[config.mk]
export PLATFORM = sky130hd
export DESIGN_NAME = ddc_cic_cicc_cfg_rx
export DESIGN_NICKNAME = d
export VERILOG_FILES = /design/src/rtl/ddc_cic_cicc_cfg_rx.sv
export SDC_FILE = /design/constraint.sdc
export NUM_CORES = 1
export LEC_CHECK = 0
export BUFFER_PORTS_ARGS = -buffer_cell sky130_fd_sc_hd__buf_4
export CAP_MARGIN = 10
export CORE_UTILIZATION = 46
export DETAILED_ROUTE_END_ITERATION = 12
export GPL_TIMING_DRIVEN = 0
export PLACE_DENSITY = 0.69
export SYNTH_ARGS = -nofsm -noshare
export SYNTH_HDL_FRONTEND = slang
export SYNTH_SLANG_ARGS = --single-unit
[constraint.sdc]
create_clock -name CLK -period 2.3 [get_ports CLK]
set_input_delay 0.115 -clock CLK [delete_from_list [all_inputs] [get_ports CLK]]
set_output_delay 0.115 -clock CLK [all_outputs]
set_load 0.05 [all_outputs]
[src/rtl/ddc_cic_cicc_cfg_rx.sv]
// CIC/CICC config-burst receiver: parses header, coefficients and tail into shadow
// registers, writes the inactive coefficient bank, commits atomically. Optional: DDC_CICC_CFG_RANGE_CHECK_EN.
module ddc_cic_cicc_cfg_rx #(
    parameter int CONFIG_WIDTH        = 32,
    parameter int CIC_CONFIG_DATA_NUM = 3,
    parameter int CICC_FILTER_ORDER   = 256,
    parameter int COEF_WIDTH          = 18,
    parameter int COEF_ADDR_WIDTH     = 9,
    parameter int CIC_MAX_SECS        = 6,
    parameter int CIC_MAX_DCEF        = 4096
) (
    input  logic                       CLK,
    input  logic                       nRST,
    input  logic                       isConfig,
    input  logic [CONFIG_WIDTH-1:0]    Data_Config_In,
    output logic                       isConfigACK,
    output logic                       isConfigDone,
    output logic [3:0]                 CIC_NUMSECS,
    output logic [15:0]                CIC_DCEF,
    output logic [5:0]                 CIC_SCALE,
    output logic [5:0]                 CICC_SCALVAL,
    output logic                       CICC_isCoefSym,
    output logic                       Coef_WE,
    output logic [COEF_ADDR_WIDTH-1:0] Coef_WADDR,
    output logic [COEF_WIDTH-1:0]      Coef_WDATA,
    output logic                       Coef_Bank_Sel,
    output logic                       Cfg_Updated,
    output logic                       Cfg_Error
);

    localparam int BURST_LEN = CIC_CONFIG_DATA_NUM + CICC_FILTER_ORDER + 3;
    localparam int IDXW      = $clog2(BURST_LEN + 1);

    localparam logic [IDXW-1:0] IDX_DCEF     = IDXW'(1);
    localparam logic [IDXW-1:0] IDX_SCALE    = IDXW'(2);
    localparam logic [IDXW-1:0] IDX_HDR_LAST = IDXW'(CIC_CONFIG_DATA_NUM - 1);
    localparam logic [IDXW-1:0] IDX_COEF0    = IDXW'(CIC_CONFIG_DATA_NUM);
    localparam logic [IDXW-1:0] IDX_COEF_END = IDXW'(CIC_CONFIG_DATA_NUM + CICC_FILTER_ORDER);
    localparam logic [IDXW-1:0] IDX_SCALVAL  = IDXW'(CIC_CONFIG_DATA_NUM + CICC_FILTER_ORDER + 1);
    localparam logic [IDXW-1:0] IDX_LAST     = IDXW'(BURST_LEN - 1);

    localparam logic [2:0] IDLE   = 3'd0;
    localparam logic [2:0] HDR    = 3'd1;
    localparam logic [2:0] COEF   = 3'd2;
    localparam logic [2:0] TAIL   = 3'd3;
    localparam logic [2:0] CHECK  = 3'd4;
    localparam logic [2:0] COMMIT = 3'd5;

    logic [2:0]      state;
    logic [IDXW-1:0] wordIdx;
    logic [IDXW-1:0] coefOff;

    logic [3:0]  shNumsecs;
    logic [15:0] shDcef;
    logic [5:0]  shScale;
    logic [5:0]  shScalval;
    logic        shSym;
    logic        shValid;

    assign coefOff = wordIdx - IDX_COEF0;

    // Only the low bits of each word carry meaning; upper bits are don't-care.
    logic unusedHighBits;
    assign unusedHighBits = ^Data_Config_In[CONFIG_WIDTH-1:COEF_WIDTH];

`ifdef DDC_CICC_CFG_RANGE_CHECK_EN
    localparam logic [3:0]  MAX_SECS  = 4'(CIC_MAX_SECS);
    localparam logic [15:0] MAX_DCEF  = 16'(CIC_MAX_DCEF);
    localparam logic [5:0]  MAX_SHIFT = 6'd47;

    logic cfgErr;

    always_comb begin
        shValid = 1'b1;
        if (shNumsecs == 4'd0 || shNumsecs > MAX_SECS) shValid = 1'b0;
        if (shDcef < 16'd2 || shDcef > MAX_DCEF)        shValid = 1'b0;
        if (shScale > MAX_SHIFT || shScalval > MAX_SHIFT) shValid = 1'b0;
    end

    assign Cfg_Error = cfgErr;
`else
    assign shValid   = 1'b1;
    assign Cfg_Error = 1'b0;
`endif

    always_ff @(posedge CLK or negedge nRST) begin
        if (!nRST) begin
            state          <= IDLE;
            wordIdx        <= '0;
            isConfigACK    <= 1'b0;
            isConfigDone   <= 1'b0;
            Cfg_Updated    <= 1'b0;
            Coef_WE        <= 1'b0;
            Coef_WADDR     <= '0;
            Coef_WDATA     <= '0;
            Coef_Bank_Sel  <= 1'b0;
            CIC_NUMSECS    <= 4'd1;
            CIC_DCEF       <= 16'd2;
            CIC_SCALE      <= 6'd0;
            CICC_SCALVAL   <= 6'd0;
            CICC_isCoefSym <= 1'b0;
            shNumsecs      <= 4'd1;
            shDcef         <= 16'd2;
            shScale        <= 6'd0;
            shScalval      <= 6'd0;
            shSym          <= 1'b0;
`ifdef DDC_CICC_CFG_RANGE_CHECK_EN
            cfgErr         <= 1'b0;
`endif
        end else begin
            Coef_WE      <= 1'b0;
            isConfigDone <= 1'b0;
            Cfg_Updated  <= 1'b0;
            if (wordIdx != IDX_LAST) wordIdx <= wordIdx + 1'b1;

            // A start pulse anywhere restarts the burst; an in-flight CHECK is dropped,
            // but a COMMIT already under way has published its results the edge before.
            if (isConfig) begin
                state       <= HDR;
                wordIdx     <= '0;
                isConfigACK <= 1'b1;
            end else begin
                case (state)
                    IDLE: ;
                    HDR: begin
                        if (wordIdx == '0)            shNumsecs <= Data_Config_In[3:0];
                        else if (wordIdx == IDX_DCEF)  shDcef    <= Data_Config_In[15:0];
                        else if (wordIdx == IDX_SCALE) shScale   <= Data_Config_In[5:0];
                        if (wordIdx == IDX_HDR_LAST) state <= COEF;
                    end
                    COEF: begin
                        Coef_WE    <= 1'b1;
                        Coef_WADDR <= COEF_ADDR_WIDTH'(coefOff);
                        Coef_WDATA <= Data_Config_In[COEF_WIDTH-1:0];
                        if (wordIdx == IDX_COEF_END) state <= TAIL;
                    end
                    TAIL: begin
                        if (wordIdx == IDX_SCALVAL) begin
                            shScalval <= Data_Config_In[5:0];
                        end else begin
                            shSym <= Data_Config_In[0];
                            state <= CHECK;
                        end
                    end
                    CHECK: begin
                        // Results register here so they are visible during COMMIT.
                        state        <= COMMIT;
                        isConfigDone <= 1'b1;
                        if (shValid) begin
                            CIC_NUMSECS    <= shNumsecs;
                            CIC_DCEF       <= shDcef;
                            CIC_SCALE      <= shScale;
                            CICC_SCALVAL   <= shScalval;
                            CICC_isCoefSym <= shSym;
                            Coef_Bank_Sel  <= ~Coef_Bank_Sel;
                            Cfg_Updated    <= 1'b1;
                        end
`ifdef DDC_CICC_CFG_RANGE_CHECK_EN
                        cfgErr <= ~shValid;
`endif
                    end
                    COMMIT: begin
                        state       <= IDLE;
                        isConfigACK <= 1'b0;
                    end
                    default: state <= IDLE;
                endcase
            end
        end
    end

endmodule

* Word-level counts from Yosys, hierarchy flattened
Cells that the tools add are included.
Storage, ports and cells: register bits after elaboration 109, bits of input ports 35, output and inout bits 66, word-level logic and storage cells 64
Operators by class: add/subtract/negate cells 2, eq/ne operators 14, multiplexer cells 13, bitwise logic cells 5, reductions and logical operators 12
Operators by type and width (number):
- == test 9 bit (second input constant) | 2
- 2-to-1 mux 9 bit | 2
- one-hot mux 3 bit (5 select lines) | 1
- 2-to-1 mux 3 bit | 4
- adder 9 x 1 -> 9 bit (second input constant) | 1
- == test 9 x 1 -> 1 bit (second input constant) | 1
- == test 9 x 2 -> 1 bit (second input constant) | 1
- zero test 9 bit | 1
- != test 3 bit (second input constant) | 3
- != test 9 bit (second input constant) | 1
- AND reduction 3 bit | 3
- subtractor 9 x 2 -> 9 bit (second input constant) | 1
- AND reduction 4 bit | 2
- == test 3 x 2 -> 1 bit (second input constant) | 2
- == test 3 bit (second input constant) | 2
- 2-to-1 mux 1 bit | 6
- NOT 1 bit | 5
- AND reduction 5 bit | 1
- AND reduction 2 bit | 2
- nonzero test 2 bit | 2
- == test 3 x 1 -> 1 bit (second input constant) | 1
- zero test 3 bit | 1
- != test 2 bit (second input constant) | 1

* Logic depth before layout (Yosys ltp)
depth after elaboration 4, depth in mapped cells 7, mapped depth without buffers 6

* Least setup slack after synthesis
OpenSTA, ideal clock, no wires.
kind flip-flop to flip-flop, start register wordIdx[4], end register shDcef[10], setup time 0.125 ns, data arrival time 2.023 ns, data required time 2.175 ns, setup slack 0.152 ns, stages on the path, launching flop included 8, buffers on the path 3, clock period less this slack 2.148 ns, cells stage by stage dfrtp_1 buf_6 or4_4 buf_6 nor4_4 nand2_4 buf_6 mux2_4
Between the ends: cells in the longest elaborated chain, start to end 3, elaborated cells on any way between the ends 4, those cells by class eq/ne: 1; bitwise: 1; reduce/logical: 2
Ends and longest elaborated chain:
- start: declaration | RTL line 50 | logic [IDXW-1:0] wordIdx;
- start signal: assignment | RTL line 114 | if (wordIdx != IDX_LAST) wordIdx <= wordIdx + 1'b1;
- zero test 9 bit | RTL line 126 | if (wordIdx == '0) shNumsecs <= Data_Config_In[3:0];
- NOT 1 bit (no line)
- AND reduction 4 bit (no line) (*)
- end signal: assignment | RTL line 127 | else if (wordIdx == IDX_DCEF) shDcef <= Data_Config_In[15:0];
- end: declaration | RTL line 54 | logic [15:0] shDcef;
Mark *: on every way between the ends. The rest lies on a longest branch, timed or not. A chain may end at the register's enable or synchronous reset.

* Worst setup path in the final report
start register wordIdx[4], end register shScale[0]
Between the ends: cells in the longest elaborated chain, start to end 3, elaborated cells on any way between the ends 6, those cells by class eq/ne: 2; bitwise: 2; reduce/logical: 2
Ends and longest elaborated chain:
- == test 9 x 1 -> 1 bit or zero test 9 bit (tied branches) | RTL line 127, 126
- NOT 1 bit (no line)
- AND reduction 5 bit (no line) (*)
- end signal: assignment | RTL line 128 | else if (wordIdx == IDX_SCALE) shScale <= Data_Config_In[5:0];
- end: declaration | RTL line 55 | logic [5:0] shScale;
Marks and branches as above.

==> summary.txt <==
Hold path
  – WHS Path Cells: 3
  – Hold Startpoint: Data_Config_In[0]
  – Hold endpoint: Coef_WDATA[0]
  – Path category of the worst min-delay check: input port to register

Critical path
  – Crit path top cell by count: buf_6
  – Reg2Reg Launch Point: wordIdx[4]
  – Crit-path cells: buf_6 -> or4_4 -> buf_6 -> nor4_4 -> nand3b_2 -> mux2_2
  – CP required: 2.55 ns
  – CP max-delay cell: or4_4
  – Slowest stage delay, CP: 0.51 ns
  – Number of cells on the critical path: 6
  – CP Buf/Inv Count: 2
  – Worst path arrival time: 2.49 ns
  – R2R setup slack: 0.06 ns
  – Setup crit start kind: register
  – Crit path max fanout: 8
  – Critical path type: register to register
  – FF-to-FF End: shScale[0]
  – Setup crit end kind: register
  – Delay-heaviest family, CP: simple AND/OR/NAND/NOR gates
  – FF-to-FF path depth: 6

Die
  – Die area: 10200 um2
  – Die Y: 101 um
  – Top Ports: 101
  – Die Span X: 101 um
  – Placeable Area: 9370 um2
  – Starting Density: 47.9%
  – Rows: 35

Drt
  – # DRC: 0
  – Vias per cell: 4.97
  – Final ANT Viol Nets: 0
  – Number of DRC markers in iteration 0: 103
  – Average wire per standard cell: 15.4 um
  – Vias: 2993
  – First-pass DRT Iterations: 5
  – Detailed Route WL: 9250 um

Logic synthesis
  – Seq cells post-synth: 109
  – Area leader, netlist: dfrtp_1
  – Post-synth top area share: 58.5%
  – Sequential area share after synthesis: 60.8%
  – Asr flop ratio synth: 100%
  – Ys flop type: dfrtp_1
  – Syn_nets: 393
  – Post-synth top cells: dfrtp_1 (105), nand2_1 (73), mux2_2 (56), nor2_1 (14), clkbuf_1 (13)
  – Synthesized area: 4490 um2
  – Number of flops mapped to enable cells by yosys: 0
  – Syn_area_per_cell: 12.7 um2
  – Largest cells by area after synthesis: dfrtp_1 (58%), mux2_2 (14%), nand2_1 (6.1%)
  – Post-synthesis cell count: 354
  – Count of yosys warnings during synthesis: 0
  – Most used standard cell by instance count after synthesis: dfrtp_1
  – Count of different cell masters after synthesis: 43

Flow run
  – Max Cap Violations: 0

Timing
  – Crit path time final: 2.24 ns
  – Maximum clock rate: 0.446 GHz
  – Final Setup Violations: 0
  – Final hold viol count: 0
  – RSZ-0062 raised after global routing: false
  – Rel. slew slack: 57.2%
  – Setup ws final: 0.0566 ns
  – Worst-margin pin slew: 0.642 ns
  – Tcrit/Tclk final: 97.5%
  – Setup Skew: 0.0115 ns
  – Hold slack final: 0.0147 ns
  – Max-slew violations: 0
  – Fin Setup TNS: 0 ns

Place
  – Final GP Congestion: 0.812
  – PortBufs: 84
  – Worst slack, placed: -0.0480 ns
  – Post-DP HPWL: 6170 um
  – Cell count after placement: 568

Final layout
  – ANT cells: 0
  – Fillers: 792
  – Share of layout cells above drive strength 1: 39.3%
  – Synth-to-layout area growth: 26.8%
  – Nets: 507
  – Final cell count without fillers: 602

Clock network
  – Clk sinks: 109
  – CTS Buf Count: 9
  – TritonCTS clock tree: done
  – Clk root buf: clkbuf_8
  – Worst-path clk slew: 0.10 ns
  – Clk Latency, worst-skew pair: 0.36 ns
  – CTS max path bufs: 2
  – H-tree lvl count: 3

GRT
  – First-pass GRT wire length: 15100 um
  – Vias in the first global route: 3023
  – GR Layer Usage met3: 3.88%
  – Pin count of the biggest net entering global routing: 69
  – Met2 usage: 32.1%
  – GRT overflow: 0
  – Tot GR Track Use: 19.3%
  – Antenna violations before repair: 0
  – Top Usage Layer GRT: met2
  – Met1 usage: 26.6%

Power and ir drop
  – PwrDens: 1260 nW/um2
  – Lkg Pwr: 2.93 nW
  – Peak VDD IR: 614 uV
  – Total power: 7.19 mW

Outcome
  – Status: finished clean
## routing by layer
metal / share of wire (%) / wire length [um] / up-vias
met2: 49 / 4570 / 72
met3: 4.2 / 390 / 5
met1: 46 / 4230 / 1502
met5: 0 / 0 / -
met4: 0.66 / 61 / 0
li1: - / - / 1414
## metrics by stage
stage / utilization, % / instance area, um2
final: 60.8 / 5700
after global routing: 60.8 / 5700
after CTS: 60.8 / 5700
after detailed placement: 56.7 / 5310
after global placement: 56.4 / 5290
after floorplan: - / 4490
## worst max-delay path by stage
stage | slack [ns] | end | startpoint
after CTS | 0.03 | shScale[2] | wordIdx[4]
final | 0.06 | shScale[0] | wordIdx[4]
after global routing | 0.008 | shScale[4] | wordIdx[4]
after detailed placement | -0.05 | CICC_SCALVAL[3] | state[1]
after floorplan | 0.15 | shDcef[10] | wordIdx[4]
after global placement | -0.01 | CICC_isCoefSym | state[1]
## layout make-up
cell class	count	area [um2]	share of cell area [%]
multi-input combinational	220	1650	28.9
sequential	109	2730	48.0
tap	129	161	2.83
clock buffer	10	138	2.42
buffer	19	104	1.82
inverter	6	22.5	0.395
clock inverter	6	56.3	0.988
timing repair buffer	103	836	14.7
## what timing repair did
action	in CTS	in global routing
buffers inserted	1	0
gates resized for setup	3	0
hold endpoints to repair	66	0
hold buffers	17	0
setup endpoints to repair	33	0
## power breakdown
part,internal (mW),switching (mW)
logic,1.09,2.02
registers,2.59,0.365
clock network,0.446,0.678
total,4.12,3.07
## sequential cells by signal (all words and copies together), names as in the netlist, 6 cells and up
signal / flops
CIC_DCEF: 16
Coef_WADDR: 9
shDcef: 16
shScalval: 6
CIC_SCALE: 6
CICC_SCALVAL: 6
shScale: 6
Coef_WDATA: 18
wordIdx: 9
## cells by family after synthesis
logic type	Yosys count	synth area share, %
AOI/OAI and AO/OA	18	2.37
xor gates and xnor gates	14	2.73
adders and majority gates	4	1.11
buffers and inverters	25	2.78
DFF	109	60.8
muxes	68	17.8
other	1	0.0835
and+or+nand+nor	115	12.3
## cell usage in the layout (no fill, tap or decap), types with 2 or more instances in the layout
master | netlist | final
dfrtp_1 | 105 | 105
buf_4 | 2 | 87
nand2_1 | 73 | 73
mux2_2 | 56 | 56
dlygate4sd3_1 | 0 | 17
nor2_1 | 14 | 14
clkbuf_1 | 13 | 12
xor2_1 | 10 | 10
mux2_4 | 10 | 10
clkbuf_8 | 0 | 10
o21ai_0 | 7 | 7
inv_1 | 5 | 5
a21oi_1 | 5 | 5
dfstp_2 | 4 | 4
xnor2_1 | 4 | 4
ha_1 | 4 | 4
nand3_1 | 3 | 3
buf_6 | 3 | 3
nand4b_1 | 3 | 3
nor3_1 | 3 | 3
nand4_1 | 3 | 3
inv_6 | 0 | 3
nor3_4 | 0 | 2
mux2i_1 | 2 | 2
nor4_1 | 2 | 2
## worst min-delay path: cells and delay by family
family,cells,cell delay (ns)
buf+inv,1,0.12
simple gates,2,0.10
No activity file was read; power rests on OpenSTA's default activity.
